[src/rtl/cam_stream_gen.sv]
// cam_stream_gen: synthetic parallel-camera stream source (PCLK/VSYNC/HREF/D).
// PCLK runs at clk/2. All stream outputs change only on "fall ticks" (clk edges
// where PCLK goes 1->0), so they are stable at every PCLK rising edge.
// Frame layout: VSYNC lines, back-porch lines, V_ACTIVE lines, front-porch lines.
// Each line is 2*H_ACTIVE data bytes (HREF=1) followed by H_BLANK blank cycles.
// Optional feature macro: CAM_GEN_BARS_EN selects 8 RGB565 vertical colour
// bars; without it the byte is (active line index + byte index) mod 256.
module cam_stream_gen #(
  parameter int H_ACTIVE    = 160,
  parameter int V_ACTIVE    = 120,
  parameter int H_BLANK     = 16,
  parameter int VSYNC_LINES = 3,
  parameter int VBP_LINES   = 2,
  parameter int VFP_LINES   = 2
) (
  input  logic       clk,
  input  logic       rst,
  input  logic       en,
  output logic       PCLK,
  output logic       VSYNC,
  output logic       HREF,
  output logic [7:0] D,
  output logic       frame_done
);

  localparam int L_LEN     = 2 * H_ACTIVE + H_BLANK;
  localparam int HREF_LEN  = 2 * H_ACTIVE;
  localparam int MAX_A     = (VSYNC_LINES > VBP_LINES) ? VSYNC_LINES : VBP_LINES;
  localparam int MAX_B     = (V_ACTIVE > VFP_LINES) ? V_ACTIVE : VFP_LINES;
  localparam int MAX_LINES = (MAX_A > MAX_B) ? MAX_A : MAX_B;
  localparam int COL_W     = $clog2(L_LEN);
  localparam int LINE_W    = $clog2(MAX_LINES + 1);
  localparam int BAR_W     = H_ACTIVE / 8;

  localparam logic [COL_W-1:0]  COL_LAST = COL_W'(L_LEN - 1);
  localparam logic [COL_W-1:0]  HREF_END = COL_W'(HREF_LEN);
  localparam logic [COL_W-1:0]  COL_ONE  = COL_W'(1);
  localparam logic [LINE_W-1:0] LINE_ONE = LINE_W'(1);

  typedef enum logic [2:0] {
    S_IDLE   = 3'd0,
    S_VSYNC  = 3'd1,
    S_VBP    = 3'd2,
    S_ACTIVE = 3'd3,
    S_VFP    = 3'd4
  } state_t;

  state_t            state_q, state_d;
  logic [COL_W-1:0]  col_q, col_d;     // PCLK cycle within the current line
  logic [LINE_W-1:0] line_q, line_d;   // line within the current phase
  logic              pclk_q, pclk_d;
  logic              vsync_q, vsync_d;
  logic              href_q, href_d;
  logic [7:0]        d_q, d_d;
  logic              frame_done_q, frame_done_d;
  logic [LINE_W-1:0] last_line_s;

  // Byte shown at a given active line / byte position while HREF is high.
  function automatic logic [7:0] pix_byte(input logic [LINE_W-1:0] line_i,
                                          input logic [COL_W-1:0]  col_i);
`ifdef CAM_GEN_BARS_EN
    logic [COL_W-1:0] x;
    logic [2:0]       bar;
    logic [15:0]      rgb;
    x   = col_i >> 1;
    bar = 3'(x / COL_W'(BAR_W));
    case (bar)
      3'd0:    rgb = 16'hFFFF;  // white
      3'd1:    rgb = 16'hFFE0;  // yellow
      3'd2:    rgb = 16'h07FF;  // cyan
      3'd3:    rgb = 16'h07E0;  // green
      3'd4:    rgb = 16'hF81F;  // magenta
      3'd5:    rgb = 16'hF800;  // red
      3'd6:    rgb = 16'h001F;  // blue
      default: rgb = 16'h0000;  // black
    endcase
    // Bars repeat on every line; the line index only matters for the counter pattern.
    pix_byte = col_i[0] ? rgb[7:0] : (rgb[15:8] | (8'(line_i) & 8'h00));
`else
    pix_byte = 8'(line_i) + 8'(col_i);
`endif
  endfunction

  // Last line index of the phase the FSM is currently in.
  always_comb begin
    last_line_s = {LINE_W{1'b0}};
    case (state_q)
      S_VSYNC:  last_line_s = LINE_W'(VSYNC_LINES - 1);
      S_VBP:    last_line_s = LINE_W'(VBP_LINES - 1);
      S_ACTIVE: last_line_s = LINE_W'(V_ACTIVE - 1);
      S_VFP:    last_line_s = LINE_W'(VFP_LINES - 1);
      default:  last_line_s = {LINE_W{1'b0}};
    endcase
  end

  // Next-state: advance the frame position on fall ticks and derive the outputs
  // for the new position so they are registered on that same tick.
  always_comb begin
    state_d      = state_q;
    col_d        = col_q;
    line_d       = line_q;
    pclk_d       = ~pclk_q;
    vsync_d      = vsync_q;
    href_d       = href_q;
    d_d          = d_q;
    frame_done_d = 1'b0;
    if (pclk_q) begin
      if (state_q == S_IDLE) begin
        if (en) begin
          state_d = S_VSYNC;
          col_d   = {COL_W{1'b0}};
          line_d  = {LINE_W{1'b0}};
        end else begin
          state_d = S_IDLE;
        end
      end else if (col_q != COL_LAST) begin
        col_d = col_q + COL_ONE;
      end else begin
        col_d = {COL_W{1'b0}};
        if (line_q != last_line_s) begin
          line_d = line_q + LINE_ONE;
        end else begin
          line_d = {LINE_W{1'b0}};
          case (state_q)
            S_VSYNC:  state_d = S_VBP;
            S_VBP:    state_d = S_ACTIVE;
            S_ACTIVE: state_d = S_VFP;
            S_VFP: begin
              // Frame boundary: pulse done and either restart or park.
              frame_done_d = 1'b1;
              state_d      = en ? S_VSYNC : S_IDLE;
            end
            default:  state_d = S_IDLE;
          endcase
        end
      end
      vsync_d = (state_d == S_VSYNC);
      href_d  = (state_d == S_ACTIVE) && (col_d < HREF_END);
      d_d     = href_d ? pix_byte(line_d, col_d) : 8'h00;
    end else begin
      state_d = state_q;
    end
  end

  // FSM and output registers with synchronous active-low reset.
  always_ff @(posedge clk) begin
    if (!rst) begin
      state_q      <= S_IDLE;
      col_q        <= {COL_W{1'b0}};
      line_q       <= {LINE_W{1'b0}};
      pclk_q       <= 1'b0;
      vsync_q      <= 1'b0;
      href_q       <= 1'b0;
      d_q          <= 8'h00;
      frame_done_q <= 1'b0;
    end else begin
      state_q      <= state_d;
      col_q        <= col_d;
      line_q       <= line_d;
      pclk_q       <= pclk_d;
      vsync_q      <= vsync_d;
      href_q       <= href_d;
      d_q          <= d_d;
      frame_done_q <= frame_done_d;
    end
  end

  assign PCLK       = pclk_q;
  assign VSYNC      = vsync_q;
  assign HREF       = href_q;
  assign D          = d_q;
  assign frame_done = frame_done_q;

endmodule

[config.mk]
export PLATFORM = sky130hd
export DESIGN_NAME = cam_stream_gen
export DESIGN_NICKNAME = d
export VERILOG_FILES = /design/src/rtl/cam_stream_gen.sv
export SDC_FILE = /design/constraint.sdc
export NUM_CORES = 1
export LEC_CHECK = 0
export ABC_AREA = 1
export ABC_CLOCK_PERIOD_IN_PS = 3800
export CAP_MARGIN = 20
export CORE_ASPECT_RATIO = 1.4
export CORE_MARGIN = 2
export CORE_UTILIZATION = 32
export DETAILED_ROUTE_END_ITERATION = 10
export MAX_ROUTING_LAYER = met4
export SYNTH_ARGS = -nofsm -noshare
export SYNTH_HDL_FRONTEND = slang
export SYNTH_SLANG_ARGS = --single-unit
[constraint.sdc]
create_clock -name clk -period 3.8 [get_ports clk]
set_input_delay 0.76 -clock clk [delete_from_list [all_inputs] [get_ports clk]]
set_output_delay 0.76 -clock clk [all_outputs]
set_load 0.01 [all_outputs]
==> results.toml, run 1 <==
[run_status]
outcome = "completed"

[placement]
routabilityCongestion = 0.882
post-place-cells = 403
hpwl_um = 3990
pre_cts_ws_ns = 0.464
io_buffers = 14

[setup_path]
required_ns = 3.97
path_depth = 19
r2r_cells = 19
worst-r2r-setup-slack_ns = 0.66
endpoint_kind = "flop"
worst-path-max-fanout = 8
path_cells = "ha_1 -> nand3_2 -> nor2_1 -> nand2_2 -> nand2_4 -> inv_2 -> o21ai_0 -> o31ai_2 -> ha_1 -> fa_1 -> nand3_1 -> nand3_1 -> nand2_1 -> nand2_1 -> a21oi_1 -> xor2_1 -> inv_1 -> nand4_1 -> nand2_1"
worst-path-buf-inv = 2
worstSetupPathType = "reg -> reg"
crit_path_max_incr_delay_ns = 0.41
crit_path_start_kind = "flop"
crit_path_end = "D[6]$_SDFFE_PN0P_"
crit_slowest_cell = "fa_1"
cp-startpoint = "col_q[1]$_SDFFE_PN0P_"
path_common_cell = "nand2_1"
reg2reg_from = "col_q[1]$_SDFFE_PN0P_"
critical_path_arrival_ns = 3.31
crit_family = "simple AND/OR/NAND/NOR gates"
reg2reg_to = "D[6]$_SDFFE_PN0P_"

[route]
drt_pass1_iterations = 4
vias_per_cell = 5.03
drt_iter0_drc = 168
routed_wirelength_um = 5330
drc = 0
ant_nets = 0
dr_total_vias = 2058
wl_per_cell_um = 13.0

[floorplan]
dieArea_mm2 = 0.00730
core-area_mm2 = 0.00648
dieWidth_um = 72.8
initial_core_util = 0.327
row_count = 35
fp.dieH_um = 100
ios = 15

[timing]
finClkSkew_ns = 0.00649
fmax_ghz = 0.318
maxSlewViolCount = 0
tns_ns = 0
relSlewSlack = 0.462
rsz0062_at_grt = "no"
finalSetupViolCount = 0
hold_viol = 0
fin_crit_ns = 3.14
tightest_slew_ns = 0.807
fin_crit_sh = 0.827
setup_slack_ns = 0.657

[clocking]
hold_buffers = 0
cts_resized = 0
cts.path.max_buffers = 2
cts_buffers = 5
clock_latency_ns = 0.28
cts-root-buf = "clkbuf_8"
clk_pin_slew_ns = 0.06
cts-htree-levels = 2
post-cts-setup-buffers = 0
cts_tree = "yes"
numClockSinks = 31

[final_layout]
drive_gt1_frac = 0.110
final_cell_mix = "102 x nand2_1, 38 x inv_1, 31 x dfxtp_1, 19 x nand3_1, 18 x o21ai_0"
antennaDiodeCount = 0
syn2layout_area_growth_pct = 13.6
final_common_cell = "nand2_1"
fillerInstances = 696
instances_no_fill = 409
final_nets = 349

[logic_synthesis]
synth_enable_flop_cells = 0
synth_nets = 332
yosysWarnings = 0
synth_sequential_area_ratio = 0.293
yosys.cell_types.count = 35
synth-seq-cells = 31
syn_avg_cell_area_um2 = 6.64
synth-async-reset-ratio = 0
synthCells = 319
synth_ff_type = "dfxtp_1"
synth.cell_area_mm2 = 0.00212

[flow_run]
maxCapViolations = 0

[global_routing]
grt_pass1_wl_um = 9050
gr-usage-all-layers = 0.161
grt_max_degree = 25
antenna_found_initial = 0
gr-total-overflow = 0
grt_pass1_vias = 1999

[power]
p_per_area_mw_per_mm2 = 261
irDropWorstVdd_v = 0.000198
p_leak_nw = 1.08

[hold_path]
worstHoldPathType = "reg -> reg"
report_power, final:
part / leakage [nW] / switching [W] / internal (W)
Clock: 0.0371 / 0.000116 / 0.000122
Sequential: 0.250 / 0.00000277 / 0.000328
Combinational: 0.791 / 0.0000434 / 0.0000171
Total: 1.08 / 0.000162 / 0.000467
state kept, by name, indices dropped and copies added (netlist names):
signal,cells
D,8
col_q,9
PCLK,1
HREF,1
state_q,3
frame_done,1
VSYNC,1
line_q,7
worst min-delay path: stages, from the launching register on:
cell	delay, ns
dfxtp_1	0.31
nand2_1	0.06
nand2_1	0.05
layout make-up:
| type | instances | area [um^2] | share of cell area |
|---|---|---|---|
| Tap cell | 74 | 92.6 | 0.0385 |
| Multi-Input combinational cell | 238 | 1300 | 0.539 |
| Timing Repair Buffer | 16 | 155 | 0.0645 |
| Clock buffer | 6 | 72.6 | 0.0302 |
| Inverter | 44 | 169 | 0.0702 |
| Sequential cell | 31 | 621 | 0.258 |
kinds of logic (layout without fill, tap and decap cells):
family	Yosys count	in the layout	synth area share
buffers and inverters	50	66	0.0951
AND/OR/NAND/NOR	175	175	0.390
XOR/XNOR	9	9	0.0372
AO/OA/AOI/OAI	44	44	0.122
adder cells (fa/ha/maj)	10	10	0.0626
flip-flops	31	31	0.293
per-layer routing:
layer	global-route usage	wire length (um)	vias to the layer above
li1	-	-	1073
met1	0.192	2380	935
met2	0.268	2680	42
met3	0.0311	181	8
met4	0.0584	85	0
met5	-	0	-
worst min-delay path by stage:
stage,startpoint,end,slack (ns),depth (start not counted)
4_1_cts,D[3]$_SDFFE_PN0P_,D[3]$_SDFFE_PN0P_,0.46,2
3_3_place_gp,D[7]$_SDFFE_PN0P_,D[7]$_SDFFE_PN0P_,0.44,2
5_1_grt,D[2]$_SDFFE_PN0P_,D[2]$_SDFFE_PN0P_,0.46,2
6_report,D[7]$_SDFFE_PN0P_,D[7]$_SDFFE_PN0P_,0.45,2
3_5_place_dp,VSYNC$_SDFFE_PN0P_,VSYNC$_SDFFE_PN0P_,0.44,2
2_1_floorplan,line_q[6]$_SDFFE_PN0P_,line_q[6]$_SDFFE_PN0P_,0.46,2
cell usage after synthesis (2+ instances only):
library cell / n / area, um^2
nand3_2: 4 / 40.0
buf_2: 2 / 10.0
o21ai_1: 4 / 20.0
nor2_1: 14 / 52.6
o21ai_0: 18 / 90.1
clkbuf_1: 2 / 7.51
a21oi_1: 6 / 30.0
buf_4: 2 / 15.0
ha_1: 9 / 113
o22ai_1: 9 / 56.3
inv_1: 38 / 143
xnor2_1: 3 / 26.3
inv_2: 3 / 11.3
nand2_1: 102 / 383
o21ai_2: 2 / 17.5
nor4_1: 2 / 12.5
xor2_1: 6 / 52.6
a21oi_2: 2 / 17.5
dfxtp_1: 31 / 621
nor2_2: 5 / 31.3
nand4_1: 14 / 87.6
nand3_1: 19 / 95.1
nand2_2: 4 / 25.0
nor2_4: 4 / 45.0
nor3_1: 4 / 20.0
through the flow:
step                area, um^2  hold slack, ns  utilization  power, W
floorplan                 2120           0.458            -  0.000379
global placement          2330           0.442        0.360  0.000399
detailed placement        2330           0.441        0.360  0.000398
CTS                       2410           0.459        0.371  0.000637
global route              2410           0.464        0.371  0.000656
finish                    2410           0.453        0.371  0.000629
Note: power is estimated with default switching activity, not from simulation.
==> run 2: changes to the inputs <==
--- a/config.mk
+++ b/config.mk
@@ -6,7 +6,7 @@
 export NUM_CORES = 1
 export LEC_CHECK = 0
 export ABC_AREA = 1
-export ABC_CLOCK_PERIOD_IN_PS = 3800
+export ABC_CLOCK_PERIOD_IN_PS = 3000
 export CAP_MARGIN = 20
 export CORE_ASPECT_RATIO = 1.4
 export CORE_MARGIN = 2
==> constraint.sdc (replaced) <==
create_clock -name clk -period 3 [get_ports clk]
set_input_delay 0.6 -clock clk [delete_from_list [all_inputs] [get_ports clk]]
set_output_delay 0.6 -clock clk [all_outputs]
set_load 0.01 [all_outputs]
==> results.toml, run 2 (synthesis gave the netlist of run 1 again) <==
[timing]
relSlewSlack = 0.614
finClkSkew_ns = 0.00755
setup_slack_ns = 0.257
hold_viol = 0
tightest_slew_ns = 0.578
fin_crit_sh = 0.914
maxSlewViolCount = 0
fin_crit_ns = 2.74
finalSetupViolCount = 0
fmax_ghz = 0.365
tns_ns = 0
rsz0062_at_grt = "no"

[final_layout]
final_util = 0.412
instances_no_fill = 435
regMostFlops = "col_q"
antennaDiodeCount = 0
largest_reg_flops = 9
final_common_cell = "nand2_1"
syn2layout_area_growth_pct = 26.1
final_nets = 373
final_cell_mix = "101 x nand2_1, 36 x inv_1, 26 x dfxtp_1, 26 x buf_4, 19 x nand3_1"
drive_gt1_frac = 0.211
finalInstanceArea_mm2 = 0.00267

[clocking]
clk_pin_slew_ns = 0.07
cts-root-buf = "clkbuf_8"
clock_latency_ns = 0.29
hold_buffers = 0
cts_buffers = 5
numClockSinks = 31
cts_tree = "yes"
cts-htree-levels = 2
cts.path.max_buffers = 2

[floorplan]
dieWidth_um = 72.8
row_count = 35
initial_core_util = 0.327
core-area_mm2 = 0.00648
fp.dieH_um = 100
ios = 15
dieArea_mm2 = 0.00730

[hold_path]
hold_depth = 2
worstHoldPathType = "reg -> reg"
min_from = "D[0]$_SDFFE_PN0P_"
holdPathEnd = "D[0]$_SDFFE_PN0P_"

[setup_path]
crit_path_max_incr_delay_ns = 0.39
path_cells = "ha_4 -> nand3_4 -> nor2_1 -> nand2_2 -> nand2_4 -> inv_2 -> o21ai_2 -> o31ai_2 -> ha_1 -> fa_1 -> nand3_1 -> nand3_1 -> nand2_1 -> nand2_1 -> a21oi_2 -> xor2_1 -> inv_1 -> nand4_1 -> nand2_1"
required_ns = 3.19
worst-path-max-fanout = 5
crit_path_start_kind = "flop"
path_common_cell = "nand2_1"
endpoint_kind = "flop"
worstSetupPathType = "reg -> reg"
crit_slowest_cell = "fa_1"
reg2reg_to = "D[6]$_SDFFE_PN0P_"
r2r_cells = 19
reg2reg_from = "col_q[1]$_SDFFE_PN0P_"
worst-r2r-setup-slack_ns = 0.26
critical_path_arrival_ns = 2.93

[flow_run]
maxCapViolations = 0

[route]
ant_nets = 0
wl_per_cell_um = 12.8
vias_per_cell = 4.89
dr_total_vias = 2125
routed_wirelength_um = 5590
drt_iter0_drc = 111
drt_pass1_iterations = 4
drc = 0

[placement]
pre_cts_ws_ns = -0.0932
hpwl_um = 4200
io_buffers = 14
placed_area_mm2 = 0.00248
routabilityCongestion = 0.892
post-place-cells = 423

[run_status]
outcome = "completed"

[global_routing]
grt_pass1_vias = 2117
gr-total-overflow = 0
grt_max_degree = 20
antenna_found_initial = 0
gr-usage-all-layers = 0.175
grt_pass1_wl_um = 9810

[power]
p_leak_nw = 1.23
p_per_area_mw_per_mm2 = 356
irDropWorstVdd_v = 0.000258
run 2: cell types whose count changed in the layout (fill, tap and decap cells not counted), sizes merged:
cell	before	now
buf	2	26
bufinv	0	1
clkinv	2	3
run 2: worst max path at each step:
stage / start / endpoint / slack [ns] / cells after the start
5_1_grt: col_q[7]$_SDFFE_PN0P_ / D[5]$_SDFFE_PN0P_ / 0.02 / 20
3_5_place_dp: en / D[6]$_SDFFE_PN0P_ / -0.09 / 17
6_report: col_q[1]$_SDFFE_PN0P_ / D[6]$_SDFFE_PN0P_ / 0.26 / 19
4_1_cts: col_q[1]$_SDFFE_PN0P_ / D[6]$_SDFFE_PN0P_ / 0.05 / 19
3_3_place_gp: en / D[6]$_SDFFE_PN0P_ / -0.04 / 17
2_1_floorplan: col_q[1]$_SDFFE_PN0P_ / D[6]$_SDFFE_PN0P_ / 0.20 / 19
run 2: report_power, final:
group / switching, W / internal (W)
Clock: 0.000171 / 0.000269
Sequential: 0.00000377 / 0.000415
Combinational: 0.0000595 / 0.0000317
run 2: per-stage QoR:
step           hold WS (ns)  power (W)
4_1_cts               0.458   0.000958
5_1_grt               0.469   0.000987
3_5_place_dp          0.438   0.000514
6_report              0.455   0.000950
2_1_floorplan         0.458   0.000480
3_3_place_gp          0.441   0.000515
run 2: worst max-delay path, delay by kind of cell (launching register included):
family                     cells  cell delay, ns
AOI/OAI and AO/OA              3            0.34
and+or+nand+nor               10            0.91
adders and majority gates      3            0.77
buffers and inverters          2            0.12
DFF                            1            0.37
xor gates and xnor gates       1            0.15
run 2: final cells by class:
class / count / area [um^2]
Inverter: 44 / 169
Tap cell: 74 / 92.6
Sequential cell: 31 / 627
Multi-Input combinational cell: 238 / 1330
Fill cell: 669 / 3810
Clock inverter: 2 / 35.0
Clock buffer: 6 / 82.6
Timing Repair Buffer: 40 / 335
run 2: layer usage:
| metal | global-route usage | vias to the layer above | share of wire |
|---|---|---|---|
| li1 | - | 1126 | - |
| met1 | 0.213 | 945 | 0.45 |
| met2 | 0.290 | 40 | 0.49 |
| met3 | 0.0261 | 14 | 0.031 |
| met4 | 0.0641 | 0 | 0.034 |
| met5 | - | - | 0 |
run 2: repair_timing:
action	CTS	global route
hold endpoints to repair	0	0
setup endpoints to repair	0	4
setup buffers	0	4
resized for setup	0	17
==> run 3: changes to the inputs <==
--- a/config.mk
+++ b/config.mk
@@ -6,10 +6,10 @@
 export NUM_CORES = 1
 export LEC_CHECK = 0
 export ABC_AREA = 1
-export ABC_CLOCK_PERIOD_IN_PS = 3000
+export ABC_CLOCK_PERIOD_IN_PS = 2250
 export CAP_MARGIN = 20
 export CORE_ASPECT_RATIO = 1.4
-export CORE_MARGIN = 2
+export CORE_MARGIN = 3
 export CORE_UTILIZATION = 32
 export DETAILED_ROUTE_END_ITERATION = 10
 export MAX_ROUTING_LAYER = met4
==> constraint.sdc (replaced) <==
create_clock -name clk -period 2.25 [get_ports clk]
set_input_delay 0.45 -clock clk [delete_from_list [all_inputs] [get_ports clk]]
set_output_delay 0.45 -clock clk [all_outputs]
set_load 0.01 [all_outputs]
==> results.toml, run 3 (synthesis gave the netlist of run 1 again) <==
[setup_path]
reg2reg_to = "D[6]$_SDFFE_PN0P_"
crit_path_start_kind = "flop"
required_ns = 2.44
worst-r2r-setup-slack_ns = -0.37
worst-path-max-fanout = 5
critical_path_arrival_ns = 2.81
worstSetupPathType = "reg -> reg"
endpoint_kind = "flop"
reg2reg_from = "col_q[1]$_SDFFE_PN0P_"
r2r_cells = 19

[floorplan]
ios = 15
dieArea_mm2 = 0.00765
row_count = 34
core-area_mm2 = 0.00634
initial_core_util = 0.334
dieWidth_um = 74.8
fp.dieH_um = 102

[timing]
finalSetupViolCount = 7
fmax_ghz = 0.381
fin_crit_sh = 1.17
maxSlewViolCount = 0
hold_slack_ns = 0.451
setup_slack_ns = -0.373
relSlewSlack = 0.618
hold_viol = 0
tightest_slew_ns = 0.572
finClkSkew_ns = 0.00806
rsz0062_at_grt = "yes"
fin_crit_ns = 2.62

[clocking]
cts_buffers = 5
cts.path.max_buffers = 2
clk_pin_slew_ns = 0.07
clock_latency_ns = 0.30
cts_tree = "yes"
numClockSinks = 31
cts-htree-levels = 2
cts-root-buf = "clkbuf_8"

[global_routing]
grt_max_degree = 18
grt_pass1_wl_um = 11000
antenna_found_initial = 0
gr-total-overflow = 0
gr-usage-all-layers = 0.193
grt_pass1_vias = 2483

[hold_path]
worstHoldPathType = "reg -> reg"
min_from = "D[4]$_SDFFE_PN0P_"
holdPathEnd = "D[4]$_SDFFE_PN0P_"
hold_depth = 2

[power]
power_frac_comb = 0.125
power_switching_w = 0.000320
p_leak_nw = 1.57
seqPwrFrac = 0.488
p_clk_frac = 0.387
p_sw_frac = 0.279
p_int_w = 0.000826
p_per_area_mw_per_mm2 = 350
irDropWorstVdd_v = 0.000294

[placement]
post-place-cells = 484
io_buffers = 14
hpwl_um = 4830
routabilityCongestion = 0.868

[final_layout]
final_util = 0.517
regArea_um2 = 627
final_nets = 445
regMostFlops = "col_q"
largest_reg_flops = 9
antennaDiodeCount = 0
final_common_cell = "nand2_1"
fillerInstances = 622
drive_gt1_frac = 0.370
instances_no_fill = 505
syn2layout_area_growth_pct = 54.6
final_cell_mix = "100 x nand2_1, 95 x buf_4, 37 x inv_1, 26 x dfxtp_1, 17 x nand3_1"
multi_input_comb_area_mm2 = 0.00142

[route]
routed_wirelength_um = 6370
wl_per_cell_um = 12.6
vias_per_cell = 4.82
drt_pass1_iterations = 4
drt_iter0_drc = 99
dr_total_vias = 2433
drc = 0
ant_nets = 0

[run_status]
outcome = "finished, violations left"
violations = "negative setup slack"

[flow_run]
maxCapViolations = 0
==> run 3: cell types whose count changed in the layout (fill, tap and decap cells not counted), sizes merged <==
cell / delta
clkinv: +2
buf: +72
bufinv: -1
clkbuf: -1
==> run 3: power groups by stage <==
stage          clock (W)  combinational [W]  sequential (W)
3_5_place_dp           0           0.000141        0.000571
5_1_grt         0.000474           0.000157        0.000559
4_1_cts         0.000456           0.000143        0.000559
6_report        0.000444           0.000143        0.000559
3_3_place_gp           0           0.000140        0.000571
2_1_floorplan          0          0.0000695        0.000572
==> run 3: area by class of cell <==
cell class | count | share of cell area
Inverter | 44 | 0.0516
Tap cell | 72 | 0.0275
Clock inverter | 3 | 0.00458
Clock buffer | 5 | 0.0210
Timing Repair Buffer | 112 | 0.271
Multi-Input combinational cell | 238 | 0.433
Sequential cell | 31 | 0.191
==> run 3: worst max path at each step <==
stage	slack [ns]	startpoint	to	depth (start not counted)
6_report	-0.37	col_q[1]$_SDFFE_PN0P_	D[6]$_SDFFE_PN0P_	19
5_1_grt	-0.60	col_q[1]$_SDFFE_PN0P_	D[5]$_SDFFE_PN0P_	18
4_1_cts	-0.34	col_q[1]$_SDFFE_PN0P_	D[6]$_SDFFE_PN0P_	19
3_5_place_dp	-0.54	en	D[5]$_SDFFE_PN0P_	15
3_3_place_gp	-0.50	en	D[5]$_SDFFE_PN0P_	15
2_1_floorplan	-0.23	col_q[1]$_SDFFE_PN0P_	D[6]$_SDFFE_PN0P_	19
==> run 3: stage by stage <==
step	power [W]	setup slack, ns	TNS (ns)	area [um^2]
final	0.00115	-0.373	-1.78	3280
after detailed placement	0.000713	-0.536	-2.71	3040
after CTS	0.00116	-0.344	-1.68	3220
after global routing	0.00119	-0.599	-3.14	3280
after global placement	0.000711	-0.496	-2.55	3040
after floorplan	0.000641	-0.230	-0.582	2200
==> run 3: routing by layer <==
metal | GRT usage | share of wire | routed length (um) | vias up
met4 | 0.105 | 0.040 | 252 | 0
met2 | 0.315 | 0.51 | 3240 | 40
li1 | - | - | - | 1275
met3 | 0.0354 | 0.029 | 184 | 18
met5 | - | 0 | 0 | -
met1 | 0.218 | 0.42 | 2700 | 1100
==> run 3: timing repair <==
| action | CTS | global route |
|---|---|---|
| hold buffers | 0 | 0 |
| setup buffers | 7 | 7 |
| gates resized for setup | 11 | 4 |
| pin swaps | 10 | 11 |
| setup endpoints to repair | 7 | 7 |
==> run 3: worst max-delay path, stage by stage (launching register included) <==
cell and delay (ns):
dfxtp_2 0.35, ha_4 0.15, nand3_4 0.12, nor3_4 0.33, nand3_2 0.12, nand2_1 0.08, a21oi_1 0.04, a21oi_1 0.15
inv_1 0.09, ha_4 0.24, buf_4 0.13, nand3_2 0.05, nand3_2 0.07, nand2_1 0.06, nand2_1 0.06, a21oi_2 0.13
xor2_1 0.15, inv_1 0.05, nand4_1 0.08, nand2_1 0.05
